File: config.mk
export PLATFORM = sky130hd
export DESIGN_NAME = level_encoding
export DESIGN_NICKNAME = d
export VERILOG_FILES = /design/src/rtl/level_encoding.sv
export SDC_FILE = /design/constraint.sdc
export NUM_CORES = 1
export LEC_CHECK = 0
export ABC_AREA = 1
export BUFFER_PORTS_ARGS = -buffer_cell sky130_fd_sc_hd__buf_2
export CORE_MARGIN = 2
export CORE_UTILIZATION = 50
export DETAILED_ROUTE_END_ITERATION = 12
export GPL_ROUTABILITY_DRIVEN = 0
export PLACE_DENSITY = 0.68
export SLEW_MARGIN = 20
export SYNTH_ARGS = -nofsm -noshare
export SYNTH_HDL_FRONTEND = slang
export SYNTH_SLANG_ARGS = --single-unit
File: constraint.sdc
create_clock -name clk -period 6.9 [get_ports clk]
set_input_delay 1.38 -clock clk [delete_from_list [all_inputs] [get_ports clk]]
set_output_delay 1.38 -clock clk [all_outputs]
set_load 0.1 [all_outputs]
File: src/rtl/level_encoding.sv
// Level (non-trailing-one coefficient) encoder for a CAVLC-style residual block.
// Accepts one level per handshake and emits one prefix/suffix codeword per level.
module level_encoding (
  input  logic        clk,
  input  logic        reset_n,
  input  logic        start,
  input  logic [4:0]  TotalCoeff,
  input  logic [1:0]  TrailingOnes,
  input  logic [15:0] level_in,
  input  logic        level_valid,
  output logic        level_ready,
  output logic [27:0] code_word,
  output logic [4:0]  code_len,
  output logic        code_valid,
  input  logic        code_ready,
  output logic        done,
  output logic        err
);

  typedef enum logic [2:0] {StIdle, StLoad, StCode, StEmit, StDone} state_t;

  state_t      state_q;
  logic [15:0] level_q;
  logic [4:0]  n_q;
  logic [4:0]  cnt_q;
  logic [1:0]  t1_q;
  logic [2:0]  sl_q;

  logic [16:0] lvl_s, abs_lvl, level_code, base, esc, shifted, mask, sfx, thresh;
  logic [3:0]  prefix, ssize;
  logic [11:0] suffix;
  logic        first_sub, bad, ovf, err_n;
  logic [2:0]  sl1, sl_n;
  logic [4:0]  len_n;
  logic [27:0] word_n;

  always_comb begin
    lvl_s      = {level_q[15], level_q};
    abs_lvl    = level_q[15] ? (17'd0 - lvl_s) : lvl_s;
    first_sub  = (cnt_q == 5'd0) && (t1_q != 2'd3);
    if (!level_q[15] && (level_q != 16'd0)) level_code = {abs_lvl[15:0], 1'b0} - 17'd2;
    else                                    level_code = {abs_lvl[15:0], 1'b0} - 17'd1;
    if (first_sub) level_code = level_code - 17'd2;

    // Inputs that cannot produce a legal levelCode go straight to a clamped escape.
    bad = (level_q == 16'd0) || (level_q == 16'h8000) || (first_sub && (abs_lvl == 17'd1));

    base    = (sl_q == 3'd0) ? 17'd30 : (17'd15 << sl_q);
    shifted = level_code >> sl_q;
    mask    = (17'd1 << sl_q) - 17'd1;
    sfx     = level_code & mask;
    esc     = level_code - base;
    ovf     = 1'b0;
    prefix  = 4'd15;
    ssize   = 4'd12;
    suffix  = 12'hFFF;
    if (bad) begin
      ovf = 1'b0;
    end else if ((sl_q == 3'd0) && (level_code < 17'd14)) begin
      prefix = level_code[3:0];
      ssize  = 4'd0;
      suffix = 12'd0;
    end else if ((sl_q == 3'd0) && (level_code < 17'd30)) begin
      prefix = 4'd14;
      ssize  = 4'd4;
      suffix = {8'd0, level_code[3:0] - 4'd14};
    end else if ((sl_q != 3'd0) && (level_code < base)) begin
      prefix = shifted[3:0];
      ssize  = {1'b0, sl_q};
      suffix = sfx[11:0];
    end else if (esc > 17'd4095) begin
      ovf = 1'b1;
    end else begin
      suffix = esc[11:0];
    end
    err_n  = bad | ovf;
    len_n  = {1'b0, prefix} + 5'd1 + {1'b0, ssize};
    word_n = (28'd1 << ssize) | {16'd0, suffix};

    sl1    = (sl_q == 3'd0) ? 3'd1 : sl_q;
    thresh = 17'd3 << (sl1 - 3'd1);
    sl_n   = ((abs_lvl > thresh) && (sl1 < 3'd6)) ? sl1 + 3'd1 : sl1;
  end

  always_ff @(posedge clk) begin
    if (!reset_n) begin
      state_q     <= StIdle;
      level_q     <= 16'd0;
      n_q         <= 5'd0;
      cnt_q       <= 5'd0;
      t1_q        <= 2'd0;
      sl_q        <= 3'd0;
      level_ready <= 1'b0;
      code_word   <= 28'd0;
      code_len    <= 5'd0;
      code_valid  <= 1'b0;
      done        <= 1'b0;
      err         <= 1'b0;
    end else begin
      unique case (state_q)
        StIdle: begin
          if (start) begin
            err   <= 1'b0;
            n_q   <= TotalCoeff - {3'd0, TrailingOnes};
            t1_q  <= TrailingOnes;
            cnt_q <= 5'd0;
            sl_q  <= ((TotalCoeff > 5'd10) && (TrailingOnes != 2'd3)) ? 3'd1 : 3'd0;
            if (TotalCoeff == {3'd0, TrailingOnes}) begin
              state_q <= StDone;
              done    <= 1'b1;
            end else begin
              state_q     <= StLoad;
              level_ready <= 1'b1;
            end
          end
        end
        StLoad: begin
          if (level_valid && level_ready) begin
            level_q     <= level_in;
            level_ready <= 1'b0;
            state_q     <= StCode;
          end
        end
        StCode: begin
          code_word  <= word_n;
          code_len   <= len_n;
          code_valid <= 1'b1;
          err        <= err | err_n;
          sl_q       <= sl_n;
          cnt_q      <= cnt_q + 5'd1;
          state_q    <= StEmit;
        end
        StEmit: begin
          if (code_ready) begin
            code_valid <= 1'b0;
            if (cnt_q < n_q) begin
              state_q     <= StLoad;
              level_ready <= 1'b1;
            end else begin
              state_q <= StDone;
              done    <= 1'b1;
            end
          end
        end
        StDone: begin
          done    <= 1'b0;
          state_q <= StIdle;
        end
        default: state_q <= StIdle;
      endcase
    end
  end

endmodule

# After elaboration in Yosys (flattened, before gate mapping)
# Cells that the tools add are included.
[classes] n_bitwise=4 eq_ne=16 n_mux=50 order_cmp=8 shifts=5 reduce_logical=29 n_addsub=13
[ops] cell="2-to-1 mux 17 bit" n=4
[ops] cell="2-to-1 mux 12 bit" n=5
[ops] cell="subtractor 17 x 2 -> 17 bit (second input constant)" n=2
[ops] cell="2-to-1 mux 4 bit" n=8
[ops] cell="bitwise OR 28 x 12 -> 28 bit" n=1
[ops] cell="left shift 1 x 4 -> 28 bit (first input constant)" n=1
[ops] cell="2-to-1 mux 3 bit" n=8
[ops] cell="inequality test 2 bit (second input constant)" n=9
[ops] cell="== test 17 x 1 -> 1 bit (second input constant)" n=1
[ops] cell="> comparator 17 x 12 -> 1 bit (second input constant)" n=1
[ops] cell="> comparator 17 bit" n=1
[ops] cell="less-than comparator 17 bit" n=1
[ops] cell="less-than comparator 17 x 4 -> 1 bit (second input constant)" n=1
[ops] cell="less-than comparator 17 x 5 -> 1 bit (second input constant)" n=1
[ops] cell="2-to-1 mux 1 bit" n=17
[ops] cell="left shift 2 x 3 -> 17 bit (first input constant)" n=1
[ops] cell="left shift 4 x 3 -> 17 bit (first input constant)" n=1
[ops] cell="right shift 17 x 3 -> 4 bit" n=1
[ops] cell="subtractor 1 x 16 -> 17 bit (first input constant)" n=1
[ops] cell="subtractor 17 x 1 -> 17 bit (second input constant)" n=1
[ops] cell="subtractor 17 bit" n=1
[ops] cell="== test 16 bit (second input constant)" n=1
[ops] cell="logical NOT 16 bit" n=1
[ops] cell="nonzero test 16 bit" n=1
[ops] cell="other kinds (35)" n=55
[word_totals] wordCells=137 inputBits=28 ff_bits=71

# Longest topological paths before layout
# Gate-level depths: netlist of the first run.
[depth] depth_word=16 mapped_depth=38 ltp_nobuf=37

# Least setup slack after synthesis of the first run
# Ideal clock, no wire load.
[synth_path] kind="flip-flop to flip-flop" startpoint="register level_q[0]" endpoint="register code_len[2]" path_stages_with_launch=34 t_arrival_ns=4.946 path_slack_ns=1.836 n_path_buf=0 setup_ns=0.118 cell_sequence="dfxtp_1 > inv_2 > ha_1 > nand2_1 > o21ai_2 > inv_2 > ha_1 > or2_1 > nor3_1 > nand3_1 > nor2_1 > nand2_1 > nor2_4 > xor2_2 > inv_1 > ha_1 > nand3_1 > and3_1 > inv_1 > nand2_1 > inv_1 > nand3_1 > nand2_1 > nor3_4 > nand2_4 > nand2_4 > nand2_2 > a211oi_1 > ha_1 > inv_1 > fa_1 > or2_2 > a21oi_1 > nor2_1"
[synth_between] elab_chain_len=14
[synth_rtl] element="start, declared" line_no="23" rtl="logic [15:0] level_q;"
[synth_rtl] element="start signal, assigned" line_no="119" rtl="level_q <= level_in;"
[synth_rtl] element="subtractor 1 x 16 -> 17 bit" line_no="39" rtl="abs_lvl = level_q[15] ? (17'd0 - lvl_s) : lvl_s;"
[synth_rtl] element="2-to-1 mux 17 bit" line_no="39"
[synth_rtl] element="subtractor 17 x 1 -> 17 bit or subtractor 17 x 2 -> 17 bit (tied branches)" line_no="42, 41"
[synth_rtl] element="2-to-1 mux 17 bit" line_no="41" rtl="if (!level_q[15] && (level_q != 16'd0)) level_code = {abs_lvl[15:0], 1'b0} - 17'd2;"
[synth_rtl] element="subtractor 17 x 2 -> 17 bit" line_no="43" rtl="if (first_sub) level_code = level_code - 17'd2;"
[synth_rtl] element="2-to-1 mux 17 bit" line_no="43"
[synth_rtl] element="less-than comparator 17 bit" line_no="67" rtl="end else if ((sl_q != 3'd0) && (level_code < base)) begin"
[synth_rtl] element="logical AND 1 bit" line_no="67"
[synth_rtl] element="2-to-1 mux 4 bit" line_no="67"
[synth_rtl] element="2-to-1 mux 4 bit" line_no="63" rtl="end else if ((sl_q == 3'd0) && (level_code < 17'd30)) begin"
[synth_rtl] element="2-to-1 mux 4 bit" line_no="59" rtl="end else if ((sl_q == 3'd0) && (level_code < 17'd14)) begin"
[synth_rtl] element="2-to-1 mux 4 bit" line_no="57" rtl="if (bad) begin"
[synth_rtl] element="adder 4 x 1 -> 5 bit" line_no="77" rtl="len_n = {1'b0, prefix} + 5'd1 + {1'b0, ssize};"
[synth_rtl] element="adder 5 x 4 -> 5 bit *" line_no="77"
[synth_rtl] element="end signal, assigned" line_no="126" rtl="code_len <= len_n;"
[synth_rtl] element="end, declared" line_no="13" rtl="output logic [4:0] code_len,"
# Every way passes the cells marked *; elsewhere a longest branch is shown, timed or not.
# A chain may end at the register's enable or synchronous reset.

# Worst setup path after layout of the first run
# Ends and elaborated chain as after synthesis.

==> metrics, run 1 <==
Worst EP arrival=6.06 ns; GRT Overall Usage=about a quarter; post-cts repair resize count=0; Post CTS Setup Buffer Count=0; CP required=between 7 and 8 ns; clk root buf=clkbuf_16; drt total wl=15.1 mm; cell family with most CP delay=simple AND/OR/NAND/NOR gates; Critical Path End Type=register; total die area=13100 um2; setup_tns=0 ns; Tcrit/Tclk final=a little over four fifths; Max Transition Viols Final=0; largest net degree at the start of global routing=43; flop-to-flop setup slack=1.06 ns; synthesized cell area=about 6100 um2; post-route ant nets=0; hold depth=2; drt wl/cell=13.2 um; std cell rows=40; Vert. Die Dim=~110 um; yosys warns=0; CTS Buf Count=9; share of flip-flops with an asynchronous set or reset=0%; TritonCTS clock tree=built; Post-synth EDFFs=0; I/O Buffers=52; Max Cap Viol=0; Main synth FF type=dfxtp_1; cts hold-fix bufs=0; commonest non-fill, non-tap cell in the layout=nand2_1; Detailed Routing Iterations Pass 1=8; die width=114 um; FF-to-FF End=code_len[2]; hold path endpoint=code_word[13]; Worst Hold Launch=code_word[13]; total grt overflow=0; hold slack final=0.436 ns; core footprint=12000 um2; Initial Utilization=about half; CP max stage delay=0.40 ns; cells after synthesis=about 950; #FFs+latches synth=59; commonest non-fill, non-tap cells in the layout=nand2_1 (202), inv_1 (101), nor2_1 (87); clock insertion delay at the later pin of the skew report=0.33 ns; syn avg cell area=6.38 um2; status=finished, final reports clean; Via density=5.25; IO Pins=65; endpoints failing hold=0; n_diodes=0; Synth cell types=55; Synth-to-Final Area Change=10.0%; leakage=around 0.0032 uW; Slew headroom=47.8%; vias in the first global route=about 5300; fin crit period=roughly 5.8 ns; drt initial violations=385; Worst-path clk slew=roughly 0.06 ns; antenna violations before repair=0; Final nets=1064; CP max-delay cell=fa_1; CP bufs+invs=6; Residual DRC=0; power per standard cell area=465 nW/um2; Fmax achieved=around 170 MHz; Sink Count=between 50 and 60; Seq/Total Area, Yosys=19.4%; DR vias=6002; Critical R2R Launch=level_q[0]; r2r worst-path depth=33; layout cells sized above 1=a little under a fifth; clk buf depth=2; slew of the pin with the lowest slew margin=between 0.7 and 0.8 ns; CP startpoint kind=register; critical path class=reg -> reg; min-delay worst type=reg -> reg; maximum fanout along the worst path=9; RSZ-0062 raised after global routing=no; final setup vio count=0; Peak VDD IR=0.000228 V; Worst Skew=0.00772 ns; first-pass GRT wire length=25.6 mm; hpwl dp=roughly 12 mm; htree depth=3
metrics by stage:
stage                     worst slack (ns)  power [uW]  std cells  area (um2)  util (%)
after floorplan                       1.84        2210        964        6120         -
after global placement                1.38        2620       1128        6360      53.2
after detailed placement              1.23        2610       1128        6360      53.2
after CTS                             1.08        3110       1144        6690      55.9
after global routing                 0.529        3400       1144        6690      55.9
final                                 1.06        3110       1144        6690      55.9
how the worst max path moves through the flow:
| stage | startpoint | to | cells after the start |
|---|---|---|---|
| floorplan | level_q[0] | code_len[2] | 33 |
| global route | level_q[0] | code_len[2] | 33 |
| CTS | level_q[0] | code_len[2] | 33 |
| global placement | level_q[0] | code_len[2] | 33 |
| detailed placement | level_q[0] | code_len[2] | 33 |
| finish | level_q[0] | code_len[2] | 33 |
worst min-delay path, stage by stage (launching register included):
cell and delay, ns:
dfxtp_1 0.31, nand2_1 0.06, nor2_1 0.03
state kept, by name (all words and copies together) (netlist names):
signal / flops
code_word: 16
level_q: 16
cnt_q: 5
code_len: 5
n_q: 5
sl_q: 3
state_q: 3
t1_q: 2
code_valid: 1
done: 1
err: 1
level_ready: 1
power by group:
group / internal [uW] / switching (uW) / total [uW]
Sequential: 406 / 50.1 / 456
Combinational: 611 / 1550 / 2160
Clock: 319 / 170 / 489
layer usage:
layer / GRT usage, % / vias up / wire length [um]
met5: 0 / - / 0
met4: 8.70 / 0 / 414
met3: 3.49 / 29 / 940
met2: 37.5 / 196 / 6710
met1: 34.0 / 2588 / 7080
li1: - / 3189 / -
logic make-up (layout without fill, tap and decap cells):
kind of cell | Yosys count | in the layout | synth area share [%]
AO/OA/AOI/OAI | 186 | 186 | 16.6
AND/OR/NAND/NOR | 481 | 481 | 40.6
flip-flops | 59 | 59 | 19.4
XOR/XNOR | 18 | 18 | 2.72
other | 1 | 12 | 0.0617
adder cells (fa/ha/maj) | 44 | 44 | 9.30
buffers and inverters | 164 | 197 | 11.4
synth_stat cells, types with 13 or more instances:
master    number  area [um2]
nand2_1      202         758
inv_1        101         379
nor2_1        87         327
o21ai_0       77         385
a21oi_1       76         380
dfxtp_1       59        1180
nand3_1       54         270
ha_1          42         526
nand2_2       31         194
nand4_1       25         156
inv_2         20        75.1
clkbuf_1      18        67.6
xor2_1        15         131
nand2_4       14         158
buf_4         13        97.6
nor2_2        13        81.3
cell type report:
| cell class | count | area, um2 |
|---|---|---|
| inverters | 128 | 482 |
| clock buffers | 9 | 225 |
| fillers | 1228 | 5270 |
| repair buffers | 53 | 268 |
| well taps | 147 | 184 |
| multi-input cells | 741 | 4250 |
| flip-flops and latches | 59 | 1180 |
| clock inverters | 7 | 100 |
Note: power is estimated with default switching activity, not from simulation.
==> run 2: changes to the inputs <==
--- a/config.mk
+++ b/config.mk
@@ -11,7 +11,7 @@
 export CORE_UTILIZATION = 50
 export DETAILED_ROUTE_END_ITERATION = 12
 export GPL_ROUTABILITY_DRIVEN = 0
-export PLACE_DENSITY = 0.68
+export PLACE_DENSITY = 0.7
 export SLEW_MARGIN = 20
 export SYNTH_ARGS = -nofsm -noshare
 export SYNTH_HDL_FRONTEND = slang
==> constraint.sdc (replaced) <==
create_clock -name clk -period 4.93 [get_ports clk]
set_input_delay 0.986 -clock clk [delete_from_list [all_inputs] [get_ports clk]]
set_output_delay 0.986 -clock clk [all_outputs]
set_load 0.1 [all_outputs]
==> run 2 against run 1 <==
Sequential power rose by 39%. Core utilization grew 4.0 points. Critical endpoint unchanged. Largest power group unchanged. Wire length increased by 5.2%. Global-route usage increased by 0.82 points. Register-to-register slack got worse by 0.99 ns. Combinational power increased by 56%. Critical path depth down 4. Via count increased by 4.6%. Highest routed layer unchanged.
==> metrics, run 2 (synthesized netlist as in run 1, its figures left out) <==
final setup vio count=0 (unchanged); total die area=13100 um2 (unchanged); Max Cap Viol=0 (unchanged); Worst Hold Launch=code_word[14] (was code_word[13]); Initial Utilization=50.8% (unchanged); Detailed Routing Iterations Pass 1=5 (was 8); I/O Buffers=52 (unchanged); maximum fanout along the worst path=4 (was 9); M1 WL=7.22 mm (was 7.08 mm); Worst EP arrival=5.08 ns (was 6.06 ns); Slew headroom=48.0% (was 47.8%); antenna violations before repair=0 (unchanged); Vert. Die Dim=114 um (unchanged); CP Depth=29 (was 33); power per standard cell area=646 nW/um2 (was 465 nW/um2); Final nets=1104 (was 1064); std cell rows=40 (unchanged); FF/Latch Area=1180 um2 (about the same); Critical Path End Type=register (unchanged); clk buf depth=2 (unchanged); Worst-path clk slew=0.06 ns (about the same); Critical R2R Launch=level_q[0] (unchanged); Sink Count=59 (unchanged); slew of the pin with the lowest slew margin=0.780 ns (was 0.783 ns); Max Transition Viols Final=0 (unchanged); commonest non-fill, non-tap cell in the layout=nand2_1 (unchanged); post-route ant nets=0 (unchanged); hpwl dp=12.6 mm (was 12.1 mm); largest registers=code_word: 16 flops, level_q: 16 flops (unchanged); fin crit period=4.86 ns (was 5.84 ns); switching pwr=2600 uW (was 1770 uW); status=finished, final reports clean (unchanged); Internal=2030 uW (was 1340 uW); CP max-delay cell=fa_2 (was fa_1); CP required=5.15 ns (was 7.12 ns); drt wl/cell=13.5 um (was 13.2 um); Multi-input gate area=4430 um2 (was 4250 um2); Via density=5.30 (was 5.25); highest layer used for signal routing=met4 (unchanged); largest net degree at the start of global routing=43 (unchanged); Peak VDD IR=0.000270 V (was 0.000228 V); # fillers=1172 (was 1228); RSZ-0062 raised after global routing=yes (was no); CP startpoint kind=register (unchanged); commonest non-fill, non-tap cells in the layout=nand2_1 (194), inv_1 (97), nor2_1 (85) (was nand2_1 (202), inv_1 (101), nor2_1 (87)); switching share of power=56.2% (was 57.0%); first-pass GRT wire length=26.3 mm (was 25.6 mm); vias in the first global route=5546 (was 5341); r2r worst-path depth=29 (was 33); clock insertion delay at the later pin of the skew report=0.33 ns (about the same); metal3 WL=1.03 mm (was 940 um); CP max stage delay=0.39 ns (was 0.40 ns); final core utilization=59.9% (was 55.9%); endpoints failing hold=0 (unchanged); cell family with most CP delay=simple AND/OR/NAND/NOR gates (unchanged); Synth-to-Final Area Change=17.8% (was 10.0%); CTS Buf Count=9 (unchanged); Tcrit/Tclk final=98.6% (was 84.7%); combinational power share=72.9% (was 69.6%); clk root buf=clkbuf_16 (unchanged); Pwr Total=4630 uW (was 3110 uW); cts hold-fix bufs=0 (unchanged); hold slack final=0.434 ns (was 0.436 ns); IO Pins=65 (unchanged); n_diodes=0 (unchanged); leakage=0.00343 uW (was 0.00322 uW); core footprint=12000 um2 (unchanged); CP startpoint=level_q[0] (unchanged); critical path class=reg -> reg (unchanged); Worst Skew=0.00589 ns (was 0.00772 ns); Reg power frac=13.7% (was 14.7%); Clk pwr share=13.4% (was 15.7%); layout cells sized above 1=25.7% (was 18.9%); most frequent CP cell=inv_2; Residual DRC=0 (unchanged); GRT Overall Usage=24.9% (was 24.1%); total grt overflow=0 (unchanged); CP bufs+invs=4 (was 6); die width=114 um (unchanged); min-delay worst type=reg -> reg (unchanged); DR vias=6280 (was 6002); hold depth=2 (unchanged); drt initial violations=378 (was 385); met2 WL=7.28 mm (was 6.71 mm); TritonCTS clock tree=built (unchanged); Fmax achieved=206 MHz (was 171 MHz); htree depth=3 (unchanged); drt total wl=15.9 mm (was 15.1 mm)
run 2: metrics by stage:
step / TNS, ns / std cells / setup slack (ns) / cell area, um2
6_report: 0 / 1184 / 0.0713 / 7160
5_1_grt: -0.848 / 1184 / -0.254 / 7160
4_1_cts: 0 / 1178 / 0.0178 / 6960
3_5_place_dp: -0.0868 / 1159 / -0.0868 / 6640
3_3_place_gp: 0 / 1159 / 0.0341 / 6640
2_1_floorplan: 0 / 964 / 0.0634 / 6160
run 2: routing by layer:
metal	global-route usage, %	up-vias
met5	0	-
met4	7.15	0
met3	4.61	30
met2	39.6	192
met1	34.6	2800
li1	-	3258
run 2: final cells by class:
| cell class | instances | area share [%] |
|---|---|---|
| repair buffers | 93 | 8.04 |
| inverters | 128 | 6.73 |
| clock buffers | 9 | 3.15 |
| clock inverters | 7 | 1.08 |
| flip-flops and latches | 59 | 16.5 |
| multi-input cells | 741 | 61.9 |
| well taps | 147 | 2.57 |
run 2: worst paths after layout:
kind                   end  slack, ns
min reg2reg  code_word[14]       0.43
min          code_word[14]       0.43
max            code_len[2]       0.07
max reg2reg    code_len[2]       0.07
run 2: what timing repair did:
action / in CTS / in global routing
setup buffers: 3 / 6
cloned: 0 / 0
pin swaps: 5 / 24
hold endpoints to repair: 0 / 0
setup endpoints to repair: 2 / 11
gates resized for setup: 2 / 35
run 2: power by group through the flow:
stage | clock (uW) | sequential (uW) | combinational (uW)
after global routing | 656 | 645 | 3750
final | 622 | 634 | 3370
after floorplan | 0 | 947 | 2180
after detailed placement | 0 | 640 | 3210
after CTS | 635 | 632 | 3260
after global placement | 0 | 639 | 3200
run 2: tightest hold or removal path, stage by stage (launching register included):
cell and delay (ns):
dfxtp_1 0.30, nand2_1 0.06, nor2_1 0.03
==> run 3: changes to the inputs <==
--- a/config.mk
+++ b/config.mk
@@ -5,7 +5,7 @@
 export SDC_FILE = /design/constraint.sdc
 export NUM_CORES = 1
 export LEC_CHECK = 0
-export ABC_AREA = 1
+export ABC_AREA = 0
 export BUFFER_PORTS_ARGS = -buffer_cell sky130_fd_sc_hd__buf_2
 export CORE_MARGIN = 2
 export CORE_UTILIZATION = 50
==> run 3 against run 2 <==
Synthesized cell count is 16% lower. First-iteration DRC count up 7.1%. Clock skew is 0.0024 ns higher. Highest routed layer unchanged. Combinational power shrank 63%. Global-route usage grew 2.0 points. Non-clock buffer count grew 58. Total power is 47% lower. Sequential power decreased by 13%. Die area is 2.6% lower. Worst setup slack better by 0.023 ns. Largest power group unchanged. Synthesized area fell by 2.7%. Clock-buffer cell count grew 2.
==> metrics, run 3 <==
post-route insts no fill=1068 (was 1184); # fillers=985 (was 1172); hold slack final=0.446 ns (was 0.434 ns); cts hold-fix bufs=0 (unchanged); antenna violations before repair=0 (unchanged); I/O Buffers=52 (unchanged); top cell type's share of synthesized area=20.0% (was 19.4%); post-route ant nets=0 (unchanged); drt initial violations=405 (was 378); commonest non-fill, non-tap cells in the layout=buf_4 (98), nand2_1 (97), nor2_1 (61) (was nand2_1 (194), inv_1 (97), nor2_1 (85)); drt wl/cell=16.3 um (was 13.5 um); Internal=1400 uW (was 2030 uW); Synth Area in XOR/XNOR=9.56% (was 2.72%); Synth Area in Adders=10.1% (was 9.30%); Sink Count=59 (unchanged); DR vias=6307 (was 6280); clock insertion delay at the later pin of the skew report=0.35 ns (was 0.33 ns); DP Cell Count=1032 (was 1159); Seq/Total Area, Yosys=20.0% (was 19.4%); switching pwr=1060 uW (was 2600 uW); yosys warns=0 (unchanged); GRT Overall Usage=27.0% (was 24.9%); first-pass GRT wire length=28.0 mm (was 26.3 mm); Main synth FF type=dfxtp_1 (unchanged); mux cell area share after synthesis=2.35% (was 0%); M2 GR Usage=44.2% (was 39.6%); CP cell instances=inv_2 -> ha_4 -> or3b_4 -> a221oi_4 -> nand3_2 -> or3_4 -> a21oi_4 -> and3_4 -> xnor2_4 -> inv_2 -> ha_4 -> nand2_2 -> nand2b_1 -> a311oi_2 -> o211ai_1 -> o21ai_1 -> o211a_1 -> ha_2 -> inv_2 -> fa_2 -> a21o_1 -> a21oi_2 -> a21oi_1; met1 Use GR=34.3% (was 34.6%); vias in the first global route=5846 (was 5546); RSZ-0062 raised after global routing=yes (unchanged); maximum fanout along the worst path=7 (was 4); Design Area, Final=7530 um2 (was 7160 um2); Residual DRC=0 (unchanged); Synth-to-Final Area Change=27.3% (was 17.8%); fin crit period=4.84 ns (was 4.86 ns); final core utilization=65.7% (was 59.9%); CTS Buf Count=9 (unchanged); CP startpoint kind=register (unchanged); Reg power frac=22.5% (was 13.7%); Simple-Gate Fraction of Synth Area=25.9% (was 40.6%); Synth area leaders=dfxtp_1 (20%), ha_1 (8.9%), nand2_1 (6.2%) (was dfxtp_1 (19%), nand2_1 (12%), ha_1 (8.6%)); DP Worst Slack=-0.0142 ns (was -0.0868 ns); Synth cell types=88 (was 55); n_diodes=0 (unchanged); endpoints failing hold=0 (unchanged); std cell rows=39 (was 40); cells after synthesis=803 (was 953); Max Transition Viols Final=0 (unchanged); final setup vio count=0 (unchanged); #FFs+latches synth=59 (unchanged); Yosys top cell by area=dfxtp_1 (unchanged); largest family of logic cells by synthesized area=simple AND/OR/NAND/NOR gates (unchanged); IO Pins=65 (unchanged); slew of the pin with the lowest slew margin=0.715 ns (was 0.780 ns); Via density=5.91 (was 5.30); Synth Area in Compound Gates=24.6% (was 16.6%); combinational power share=51.0% (was 72.9%); CP required=5.16 ns (was 5.15 ns); hpwl dp=13.1 mm (was 12.6 mm); clk root buf=clkbuf_16 (unchanged); Tcrit/Tclk final=98.1% (was 98.6%); clk buf depth=2 (unchanged); status=finished, final reports clean (unchanged); most frequent CP cell=inv_2 (unchanged); Post-synth EDFFs=0 (unchanged); most frequent cells after synthesis=nand2_1 (98), a21oi_1 (64), nor2_1 (64) (was nand2_1 (202), inv_1 (101), nor2_1 (87)); synthesized cell area=5910 um2 (was 6080 um2); TritonCTS clock tree=built (unchanged); commonest non-fill, non-tap cell in the layout=buf_4 (was nand2_1); Final nets=992 (was 1104); placed cell area=6890 um2 (was 6640 um2); Detailed Routing Iterations Pass 1=5 (unchanged); FF/Latch Area=1190 um2 (was 1180 um2); syn avg cell area=7.36 um2 (was 6.38 um2); Vert. Die Dim=113 um (was 114 um); Worst Skew=0.00826 ns (was 0.00589 ns); htree depth=3 (unchanged); Worst EP arrival=5.07 ns (was 5.08 ns); CP max stage delay=0.43 ns (was 0.39 ns); layout cells sized above 1=27.5% (was 25.7%); drt total wl=17.4 mm (was 15.9 mm); total die area=12700 um2 (was 13100 um2); Max Cap Viol=0 (unchanged); Slew headroom=51.8% (was 48.0%); busiest metal layer after global routing=met2 (unchanged); Multi-input gate area=4680 um2 (was 4430 um2); core footprint=11500 um2 (was 12000 um2); share of flip-flops with an asynchronous set or reset=0% (unchanged); Worst-path clk slew=0.06 ns (about the same); met3 Use GR=5.20% (was 4.61%); final worst slack=0.0939 ns (was 0.0713 ns); most frequent cell after synthesis=nand2_1 (unchanged); largest net degree at the start of global routing=31 (was 43); die width=113 um (was 114 um); largest registers=code_word: 16 flops, level_q: 16 flops (unchanged); Peak VDD IR=0.000289 V (was 0.000270 V); leakage=0.00316 uW (was 0.00343 uW); Critical Path End Type=register (unchanged); Fmax achieved=207 MHz (was 206 MHz); critical path class=reg -> reg (unchanged); total grt overflow=0 (unchanged); switching share of power=43.2% (was 56.2%); power per standard cell area=326 nW/um2 (was 646 nW/um2); min-delay worst type=reg -> reg (unchanged); Clk pwr share=26.4% (was 13.4%); CP max-delay cell=or3_4 (was fa_2); Initial Utilization=51.6% (was 50.8%)
[run 3: kinds of logic after synthesis]
| group | after synthesis |
|---|---|
| AOI/OAI and AO/OA | 214 |
| xor gates and xnor gates | 60 |
| adders and majority gates | 47 |
| buffers and inverters | 103 |
| DFF | 59 |
| muxes | 10 |
| other | 1 |
| and+or+nand+nor | 309 |
[run 3: power groups by stage]
stage / clock network (uW) / logic (uW) / registers (uW)
2_1_floorplan: 0 / 707 / 688
3_3_place_gp: 0 / 1140 / 561
3_5_place_dp: 0 / 1160 / 563
4_1_cts: 657 / 1170 / 553
5_1_grt: 677 / 1340 / 561
6_report: 648 / 1250 / 554
[run 3: critical path, delay by kind of cell, from the launching register on]
kind	cells	cell delay [ns]
AO/OA/AOI/OAI	9	1.81
AND/OR/NAND/NOR	6	1.38
adder cells (fa/ha/maj)	4	0.93
flip-flops	1	0.32
buffers and inverters	3	0.17
XOR/XNOR	1	0.12
[run 3: stage by stage]
step | setup TNS, ns | total power [uW]
after floorplan | -0.177 | 1400
after global placement | 0 | 1700
after detailed placement | -0.0142 | 1730
after CTS | 0 | 2380
after global routing | -0.161 | 2580
final | 0 | 2460
[run 3: area by class of cell]
| type | instances | share of cell area, % |
|---|---|---|
| repair buffers | 151 | 13.3 |
| inverters | 46 | 2.29 |
| flip-flops and latches | 59 | 15.8 |
| well taps | 143 | 2.38 |
| clock inverters | 5 | 0.831 |
| clock buffers | 11 | 3.22 |
| multi-input cells | 653 | 62.2 |
[run 3: final timing paths]
kind / from / slack [ns] / to / depth (start not counted)
max: level_q[0] / 0.09 / code_len[4] / 23
min: done / 0.45 / done / 2
min reg2reg: done / 0.45 / done / 2
max reg2reg: level_q[0] / 0.09 / code_len[4] / 23
[run 3: layer usage]
layer	wire, um	part of all wire, %
met1	7500	43
met2	8290	48
met3	946	5.4
met4	641	3.7
met5	0	0
[run 3: what timing repair did]
| action | CTS | global route |
|---|---|---|
| cloned | 1 | 0 |
| endpoints found under the setup margin | 3 | 6 |
| buffers inserted | 2 | 17 |
| pin swaps | 3 | 31 |
| resized for setup | 2 | 38 |
